### src/rtl/wb_stage_pkg.sv
// Shared pipeline definitions for the RV64 write-back path: widths, the
// write-back source encoding and the MEM/WB register bundle.
package wb_stage_pkg;

  localparam int XLEN   = 64;
  localparam int REG_AW = 5;

  typedef enum logic {
    WB_ALU = 1'b0,
    WB_MEM = 1'b1
  } wb_sel_t;

  // Field layout of the MEM/WB pipeline register, owned by the pipeline-register module.
  typedef struct packed {
    logic              reg_write;
    wb_sel_t           wb_sel;
    logic [XLEN-1:0]   alu_result;
    logic [XLEN-1:0]   read_data;
    logic [REG_AW-1:0] rd;
  } mem_wb_t;

endpackage

### src/rtl/wb_stage_mux.sv
// Parameterised 2:1 datapath mux; also used by the EX-stage forwarding muxes.
module wb_mux #(
  parameter int W = 64
) (
  input  logic [W-1:0] a,
  input  logic [W-1:0] b,
  input  logic         sel,
  output logic [W-1:0] y
);

  // Plain ternary so an unknown select propagates as X rather than being masked.
  assign y = sel ? b : a;

endmodule

### src/rtl/wb_stage.sv
// Write-back stage: selects the retiring result, gates x0 writes and keeps a
// saturating count of effective register writes.
module wb_stage #(
  parameter int XLEN   = wb_stage_pkg::XLEN,
  parameter int REG_AW = wb_stage_pkg::REG_AW
) (
  input  logic              clk,
  input  logic              rst,
  input  logic              RegWriteW,
  input  logic              MemToRegW,
  input  logic [XLEN-1:0]   ALU_ResultW,
  input  logic [XLEN-1:0]   ReadDataW,
  input  logic [REG_AW-1:0] RD_W,
  output logic [XLEN-1:0]   WriteData,
  output logic              RegWriteOut,
  output logic [REG_AW-1:0] RdOut,
  output logic [63:0]       WbCount
);
  import wb_stage_pkg::*;

  localparam int CNT_W = 64;

  wb_sel_t           wb_sel;
  logic [XLEN-1:0]   mux_out;
  logic              write_en;
  logic [CNT_W-1:0]  count;

  function automatic logic [CNT_W-1:0] sat_inc(input logic [CNT_W-1:0] v);
    return (v == {CNT_W{1'b1}}) ? v : v + 1'b1;
  endfunction

  assign wb_sel = wb_sel_t'(MemToRegW);

  wb_mux #(.W(XLEN)) u_mux (
    .a   (ALU_ResultW),
    .b   (ReadDataW),
    .sel (wb_sel == WB_MEM),
    .y   (mux_out)
  );

  assign write_en = RegWriteW && (RD_W != '0);

  // Outputs are combinational but forced to zero while reset is held.
  assign WriteData   = rst ? '0 : mux_out;
  assign RegWriteOut = rst ? 1'b0 : write_en;
  assign RdOut       = rst ? '0 : RD_W;

  always_ff @(posedge clk or posedge rst) begin
    if (rst) begin
      count <= '0;
    end else if (write_en) begin
      count <= sat_inc(count);
    end
  end

  assign WbCount = count;

endmodule

### config.mk
export PLATFORM = sky130hd
export DESIGN_NAME = wb_stage
export DESIGN_NICKNAME = d
export VERILOG_FILES = /design/src/rtl/wb_stage_pkg.sv /design/src/rtl/wb_stage_mux.sv /design/src/rtl/wb_stage.sv
export SDC_FILE = /design/constraint.sdc
export NUM_CORES = 1
export LEC_CHECK = 0
export ABC_AREA = 0
export BUFFER_PORTS_ARGS = -buffer_cell sky130_fd_sc_hd__buf_2
export CAP_MARGIN = 20
export CORE_MARGIN = 3
export CORE_UTILIZATION = 45
export CTS_CLUSTER_SIZE = 14
export DETAILED_ROUTE_END_ITERATION = 6
export GPL_ROUTABILITY_DRIVEN = 1
export PLACE_DENSITY = 0.81
export SETUP_SLACK_MARGIN = 0.15
export SLEW_MARGIN = 10
export SYNTH_ARGS = -nofsm -noshare
export SYNTH_HDL_FRONTEND = slang
export SYNTH_HIERARCHICAL = 1
export SYNTH_SLANG_ARGS = --single-unit
### constraint.sdc
create_clock -name clk -period 3.04 [get_ports clk]
set_clock_uncertainty 0.2 [all_clocks]
set_input_delay 0.456 -clock clk [delete_from_list [all_inputs] [get_ports clk]]
set_output_delay 0.456 -clock clk [all_outputs]
set_load 0.005 [all_outputs]
==> impl_metrics.py, run 1 <==
metrics = {
    "run_status": {
        "outcome": "finished clean",
    },
    "layout": {
        "largest_reg_flops": 64,
        "seq_area_um2": 1600,
        "area_delta_synth_final_pct": 35.7,
        "nNetsFinal": 914,
        "layout-drive-gt1-share_pct": 48.1,
        "n_fill_cell": 924,
        "utilization_pct": 63.5,
        "multi_input_comb_area_um2": 3090,
    },
    "worst_setup_path": {
        "regToRegStartpoint": "WbCount[57]",
        "critical_path_arrival_ps": 2780,
        "critPathSlowestCell": "or4_1",
        "cpPeakStageDelay_ps": 570,
        "rr_worst_depth": 6,
        "startpoint_type": "flop",
        "crit_type": "reg2reg",
        "critical_path_buf_inv_count": 0,
        "path_max_fanout": 7,
        "path_cells": "nand4_1, or4_1, or4_1, or3_4, nand4_1, xnor2_1",
        "cp-end-kind": "flop",
        "ff2ff_setup_slack_ps": 310,
        "r2r-end": "WbCount[49]",
        "required_ps": 3100,
        "path_delay_family": "simple AND/OR/NAND/NOR gates",
    },
    "sta": {
        "period_share_pct": 89.7,
        "setup_tns_ps": 0,
        "period_needed_ps": 2730,
        "hold_violations": 0,
        "tightestPinTransition_ps": 874,
        "slew_violations": 0,
        "fmax_ghz": 0.367,
        "rsz0062_at_grt": "no",
        "slew_headroom_pct": 41.7,
        "finalSetupViolCount": 0,
    },
    "synthesis": {
        "syn_area_um2": 4870,
        "synth_top_area_share_pct": 32.9,
        "ys.flop_type": "dfrtp_1",
        "yosys-top-cells-count": "69 x nor2b_1, 64 x dfrtp_1, 60 x mux2_4, 41 x nand2_1, 32 x xor2_1",
        "synthArstFlopShare_pct": 100,
        "synth-seq-cells": 64,
        "synth_most_common_cell": "nor2b_1",
        "synth_edf_count": 0,
        "yosysTopAreaCell": "dfrtp_1",
        "yosysSeqAreaShare_pct": 32.9,
        "avgSynthCellArea_um2": 9.85,
        "syn-num-nets": 633,
        "synth_cells": 495,
        "synth.distinct_cells": 36,
        "yosys_warnings": 6,
        "netlist_top_cells_area": "dfrtp_1 33%, mux2_4 18%, nor2b_1 8.9%, xor2_1 5.7%, xnor2_1 5.6%",
    },
    "placed_design": {
        "gp_congestion": 0.947,
        "dp_hpwl_mm": 14.6,
        "portBuffers": 270,
    },
    "floorplanning": {
        "die-width_um": 110,
        "die_y_um": 110,
        "start_util_pct": 46.8,
        "core-area_um2": 10400,
        "io_pins": 271,
        "placementRows": 37,
        "die_area_um2": 12100,
    },
    "clock_network": {
        "clockBufferDepth": 2,
        "cts-root-buf": "clkbuf_8",
        "cts.sinks": 64,
        "cts_made_buffers": 9,
        "htreeDepth": 3,
        "cts_hold_buffers": 0,
        "clk_latency_ps": 350,
        "cts_tree": "built",
        "clk_pin_slew_ps": 80,
    },
    "drt": {
        "drtPass1Iterations": 5,
        "ant_nets": 0,
        "wl_per_cell_um": 19.4,
        "viasPerCell": 5.41,
        "vias": 4968,
        "drt-initial-drc-count": 339,
        "remaining_drc_errors": 0,
        "drt_wl_total_mm": 17.8,
    },
    "global_routing": {
        "grt_max_degree": 65,
        "use_met2_pct": 44.1,
        "grt.total_usage_pct": 27.4,
        "grt_pass1_wl_mm": 25.2,
        "grt.met1_usage_pct": 37.0,
        "grt_overflow_total": 0,
        "antenna_found_initial": 1,
        "grt_busiest_layer": "met2",
        "use_met3_pct": 6.35,
        "grt_pass1_vias": 4702,
    },
    "worst_hold_path": {
        "min_path_type": "reg2reg",
        "worstHoldEndpoint": "WbCount[6]",
        "hp-start": "WbCount[6]",
        "hold_depth": 1,
    },
    "power_and_ir_drop": {
        "cellPowerDensity_nw_per_um2": 351,
        "vdd_drop_max_mv": 0.378,
        "p_leak_nw": 3.49,
        "power_w": 0.00232,
    },
    "job": {
        "maxCapViolCount": 0,
    },
}
[what timing repair did]
action	4_1_cts	5_1_grt
endpoints found under the setup margin	0	6
buffers inserted	0	0
hold endpoints to repair	0	0
resized for setup	0	2
[final cells by class]
type / count / area share (%)
diodes: 1 / 0.0378
clock buffers: 11 / 2.14
clock inverters: 5 / 1.21
inverters: 3 / 0.170
multi-input cells: 409 / 46.7
flip-flops and latches: 64 / 24.2
well taps: 136 / 2.57
repair buffers: 289 / 23.0
[power breakdown]
group	switching (W)	total [W]	internal [W]	leakage, nW
clock network	0.000339	0.000822	0.000483	0.106
logic	0.000234	0.000538	0.000304	2.51
registers	0.0000663	0.000961	0.000894	0.873
[logic make-up after synthesis]
group | synth area share (%)
flip-flops | 32.9
AND/OR/NAND/NOR | 30.9
multiplexers | 19.4
buffers and inverters | 4.00
adder cells (fa/ha/maj) | 0.257
AO/OA/AOI/OAI | 1.28
XOR/XNOR | 11.3
[per-layer routing]
| metal | vias up | part of all wire [%] |
|---|---|---|
| met3 | 22 | 9.9 |
| li1 | 2314 | - |
| met2 | 269 | 49 |
| met5 | - | 0 |
| met1 | 2363 | 40 |
| met4 | 0 | 1.4 |
[cells in the final DEF (no fill, tap or decap), drive strengths merged, types with 2 or more instances in the layout]
cell | netlist | layout
nand3 | 27 | 27
and2 | 4 | 4
nor3 | 17 | 17
buf | 8 | 289
a21oi | 2 | 2
or4 | 6 | 6
mux2 | 64 | 64
clkbuf | 11 | 11
nand2 | 41 | 41
inv | 3 | 3
or2 | 2 | 2
o21ai | 3 | 3
bufinv | 0 | 2
xnor2 | 31 | 31
o21a | 2 | 2
nand4 | 31 | 31
nand3b | 2 | 2
dfrtp | 64 | 64
and4 | 6 | 6
nor4 | 15 | 15
nor2b | 69 | 69
or3 | 6 | 6
xor2 | 32 | 32
nor2 | 31 | 31
and3 | 11 | 11
clkinvlp | 0 | 2
[how the worst max path moves through the flow]
stage	start	to	slack, ps	depth (start not counted)
6_report	WbCount[57]	WbCount[49]	310	6
5_1_grt	WbCount[52]	WbCount[49]	240	6
4_1_cts	WbCount[57]	WbCount[49]	250	6
3_5_place_dp	WbCount[57]	WbCount[49]	280	6
3_3_place_gp	WbCount[52]	WbCount[49]	370	6
2_1_floorplan	WbCount[52]	WbCount[62]	500	7
[metrics by stage]
stage / cells / hold WS (ps) / worst slack, ps / instance area [µm²]
floorplan: 495 / 281 / 500 / 4870
global placement: 901 / 279 / 374 / 6380
detailed placement: 901 / 278 / 279 / 6380
CTS: 917 / 292 / 247 / 6600
global route: 918 / 311 / 241 / 6620
finish: 918 / 290 / 314 / 6620
Power figures use the tool's default switching activity.
==> run 2, diff against run 1 <==
- CTS_BUF_LIST: not set -> sky130_fd_sc_hd__clkbuf_2
==> impl_metrics.py, run 2 (same netlist as run 1, synthesis figures left out) <==
metrics = {
    "worst_setup_path": {
        "regToRegStartpoint": "WbCount[51]",
        "rr_worst_depth": 6,
        "startpoint_type": "flop",
        "critical_path_buf_inv_count": 0,
        "cp-end-kind": "flop",
        "critPathSlowestCell": "or4_1",
        "ff2ff_setup_slack_ps": 270,
        "path_cells": "nand4_1, or4_1, or4_1, or3_4, nand4_1, xnor2_1",
        "path_delay_family": "simple AND/OR/NAND/NOR gates",
        "crit_type": "reg2reg",
        "critical_path_arrival_ps": 3010,
        "path_max_fanout": 7,
        "required_ps": 3270,
        "cpPeakStageDelay_ps": 580,
        "r2r-end": "WbCount[49]",
    },
    "clock_network": {
        "cts_made_buffers": 9,
        "clk_pin_slew_ps": 200,
        "clk_latency_ps": 530,
        "cts_setup_buffers": 0,
        "cts_tree": "built",
        "clockBufferDepth": 2,
        "cts-root-buf": "clkbuf_2",
        "htreeDepth": 3,
        "post_cts_resized": 0,
        "cts_hold_buffers": 0,
        "cts.sinks": 64,
    },
    "floorplanning": {
        "start_util_pct": 46.8,
        "placementRows": 37,
        "die_area_um2": 12100,
        "io_pins": 271,
        "die-width_um": 110,
        "die_y_um": 110,
        "core-area_um2": 10400,
    },
    "drt": {
        "wl_per_cell_um": 19.4,
        "vias": 5003,
        "drt_wl_total_mm": 17.9,
        "remaining_drc_errors": 0,
        "viasPerCell": 5.44,
        "drt-initial-drc-count": 373,
        "drtPass1Iterations": 5,
        "ant_nets": 0,
    },
    "sta": {
        "period_needed_ps": 2770,
        "period_share_pct": 91.3,
        "fmax_ghz": 0.360,
        "setup_tns_ps": 0,
        "slew_headroom_pct": 43.1,
        "final.setup.worst_slack_ps": 265,
        "hold_ws_ps": 102,
        "finalSetupViolCount": 0,
        "slew_violations": 0,
        "rsz0062_at_grt": "no",
        "tightestPinTransition_ps": 854,
        "hold_violations": 0,
    },
    "run_status": {
        "outcome": "finished clean",
    },
    "layout": {
        "largest_reg_flops": 64,
        "layout_common_cells": "269 x buf_2, 69 x nor2b_1, 63 x dfrtp_1",
        "layout-drive-gt1-share_pct": 48.3,
        "area_delta_synth_final_pct": 34.1,
        "mostFrequentLayoutCell": "buf_2",
        "nNetsFinal": 914,
    },
    "power_and_ir_drop": {
        "vdd_drop_max_mv": 0.365,
        "cellPowerDensity_nw_per_um2": 320,
        "p_leak_nw": 3.46,
    },
    "global_routing": {
        "grt.total_usage_pct": 27.4,
        "antenna_found_initial": 2,
        "grt_pass1_vias": 4683,
        "grt_pass1_wl_mm": 25.1,
        "grt_max_degree": 65,
        "grt_overflow_total": 0,
    },
    "placed_design": {
        "portBuffers": 270,
        "dpl_worst_slack_ps": 279,
        "dp_hpwl_mm": 14.6,
        "gp_congestion": 0.947,
    },
    "worst_hold_path": {
        "min_path_type": "in2async",
    },
    "job": {
        "maxCapViolCount": 0,
    },
}
run 2: cell count changes in the layout (fill, tap and decap cells not counted):
cell	delta
clkbuf_2	+10
clkbuf_8	-10
diode_2	+2
clkbuf_1	-1
clkinv_1	+1
dfrtp_1	-1
dfrtp_2	+1
run 2: per-stage QoR:
step | cells | util [%] | total power (W) | area (µm²)
final | 920 | 62.7 | 0.00209 | 6540
after global routing | 919 | 62.7 | 0.00220 | 6530
after CTS | 917 | 62.6 | 0.00211 | 6520
after detailed placement | 901 | 61.3 | 0.00152 | 6380
after global placement | 901 | 61.3 | 0.00149 | 6380
after floorplan | 495 | - | 0.00126 | 4870
run 2: routing by layer:
layer / track usage [%] / vias to the layer above / wire, µm
met5: 0 / - / 0
met4: 5.97 / 0 / 203
met3: 7.28 / 19 / 1760
met2: 44.2 / 257 / 8790
met1: 36.8 / 2409 / 7100
li1: - / 2318 / -
run 2: how the worst max path moves through the flow:
stage | start | end | slack (ps) | cells past startpoint
after floorplan | WbCount[52] | WbCount[62] | 500 | 7
after global placement | WbCount[52] | WbCount[49] | 370 | 6
after detailed placement | WbCount[57] | WbCount[49] | 280 | 6
after CTS | WbCount[57] | WbCount[49] | 200 | 6
after global routing | WbCount[52] | WbCount[49] | 190 | 6
final | WbCount[51] | WbCount[49] | 270 | 6
run 2: area by class of cell:
type,instances,area (µm²)
repair buffers,289,1520
flip-flops and latches,64,1600
clock buffers,10,50.0
well taps,136,170
multi-input cells,409,3090
inverters,3,11.3
diodes,3,7.51
clock inverters,6,83.8
fillers,933,3880
run 2: power by group:
group          switching, W  total (W)  internal [W]
Combinational      0.000235   0.000539      0.000304
Clock              0.000321   0.000592      0.000271
Sequential        0.0000669   0.000961      0.000895
Total              0.000622    0.00209       0.00147
==> run 3, diff against run 2 <==
- CAP_MARGIN: 20 -> not set
- CORE_ASPECT_RATIO: not set -> 0.6
==> impl_metrics.py, run 3 (same netlist as run 1, synthesis figures left out) <==
metrics = {
    "worst_setup_path": {
        "cpPeakStageDelay_ps": 620,
        "critical_path_arrival_ps": 3050,
        "cp-end-kind": "flop",
        "crit_path_start": "WbCount[51]",
        "regToRegStartpoint": "WbCount[51]",
        "path_max_fanout": 7,
        "critical_path_buf_inv_count": 0,
        "path_cells": "nand4_1, or4_1, or4_1, or3_4, nand4_1, xnor2_1",
        "r2r-end": "WbCount[49]",
        "critPathSlowestCell": "or4_1",
        "startpoint_type": "flop",
        "crit_path_end": "WbCount[49]",
        "crit_cells": 6,
        "ff2ff_setup_slack_ps": 240,
        "rr_worst_depth": 6,
        "path_delay_family": "simple AND/OR/NAND/NOR gates",
        "crit_type": "reg2reg",
        "required_ps": 3280,
    },
    "sta": {
        "fmax_ghz": 0.357,
        "period_share_pct": 92.2,
        "tightestPinTransition_ps": 886,
        "rsz0062_at_grt": "yes",
        "slew_violations": 0,
        "finalSetupViolCount": 0,
        "setup_tns_ps": 0,
        "slew_headroom_pct": 40.9,
        "hold_ws_ps": 224,
        "period_needed_ps": 2800,
        "hold_violations": 0,
    },
    "floorplanning": {
        "placementRows": 28,
        "die-width_um": 140,
        "core-area_um2": 10200,
        "die_y_um": 86.6,
        "io_pins": 271,
        "start_util_pct": 47.8,
        "die_area_um2": 12200,
    },
    "layout": {
        "area_delta_synth_final_pct": 33.6,
        "antenna_cells": 0,
        "nNetsFinal": 913,
        "utilization_pct": 63.9,
        "layout_common_cells": "269 x buf_2, 69 x nor2b_1, 63 x dfrtp_1",
        "mostFrequentLayoutCell": "buf_2",
        "n_fill_cell": 862,
        "largest_reg_flops": 64,
        "layout-drive-gt1-share_pct": 48.3,
        "final_cells": 915,
        "final_area_um2": 6510,
    },
    "run_status": {
        "outcome": "finished clean",
    },
    "global_routing": {
        "antenna_found_initial": 0,
        "grt_pass1_wl_mm": 26.8,
        "grt_pass1_vias": 4834,
        "grt.total_usage_pct": 27.8,
        "grt_overflow_total": 0,
        "grt_max_degree": 59,
    },
    "placed_design": {
        "portBuffers": 270,
        "dp_hpwl_mm": 14.4,
        "gp_congestion": 0.999,
        "dpl-instance-area_um2": 6390,
        "dpl.cell_count": 899,
    },
    "power_and_ir_drop": {
        "cellPowerDensity_nw_per_um2": 311,
        "vdd_drop_max_mv": 0.471,
        "p_leak_nw": 3.45,
    },
    "clock_network": {
        "cts_made_buffers": 9,
        "cts.sinks": 64,
        "clockBufferDepth": 2,
        "clk_pin_slew_ps": 190,
        "htreeDepth": 3,
        "cts_setup_buffers": 0,
        "clk_latency_ps": 530,
        "cts-root-buf": "clkbuf_2",
        "cts_tree": "built",
    },
    "drt": {
        "remaining_drc_errors": 0,
        "viasPerCell": 5.49,
        "wl_per_cell_um": 19.6,
        "drtPass1Iterations": 5,
        "drt_wl_total_mm": 17.9,
        "vias": 5027,
        "ant_nets": 0,
        "drt-initial-drc-count": 439,
    },
    "worst_hold_path": {
        "min_path_type": "in2async",
    },
    "job": {
        "maxCapViolCount": 0,
    },
}
==> run 3: worst register-to-register path, delay by kind of cell (launching register included) <==
family / cells / cell delay, ps
flops: 1 / 480
simple gates: 5 / 1910
xor+xnor: 1 / 130
==> run 3: worst min path at each step <==
| stage | cells past startpoint | startpoint | slack [ps] | endpoint |
|---|---|---|---|---|
| floorplan | 1 | WbCount[50] | 280 | WbCount[50] |
| finish | 3 | rst | 220 | WbCount[61] |
| global placement | 1 | WbCount[6] | 280 | WbCount[6] |
| global route | 3 | rst | 220 | WbCount[48] |
| CTS | 3 | rst | 180 | WbCount[56] |
| detailed placement | 1 | WbCount[6] | 270 | WbCount[6] |
==> run 3: stage by stage <==
stage	worst slack [ps]	power, W
2_1_floorplan	500	0.00126
5_1_grt	135	0.00214
3_5_place_dp	242	0.00151
3_3_place_gp	365	0.00149
4_1_cts	167	0.00203
6_report	237	0.00202
==> run 3: repair_timing <==
action                                  CTS  global route
endpoints found under the setup margin    0            12
hold buffers                              0             0
gates resized for setup                   0             4
==> run 3: per-layer routing <==
layer  GRT usage (%)  routed length (µm)  vias up
li1                -                   -     2304
met1            40.3                7720     2410
met2            40.5                7960      277
met3            8.60                1840       36
met4            7.21                 371        0
met5               0                   0        -
==> run 3: cell type report <==
type / count / area (µm²) / share of cell area (%)
Timing Repair Buffer: 288 / 1530 / 23.4
Clock inverter: 6 / 60.1 / 0.922
Tap cell: 135 / 169 / 2.59
Multi-Input combinational cell: 409 / 3090 / 47.5
Inverter: 3 / 11.3 / 0.173
Clock buffer: 10 / 50.0 / 0.768
Sequential cell: 64 / 1600 / 24.6
==> run 3: power breakdown <==
part	switching, W	internal (W)	total (W)
clock	0.000339	0.000189	0.000528
combinational	0.000229	0.000304	0.000533
sequential	0.0000681	0.000895	0.000963
total	0.000637	0.00139	0.00202
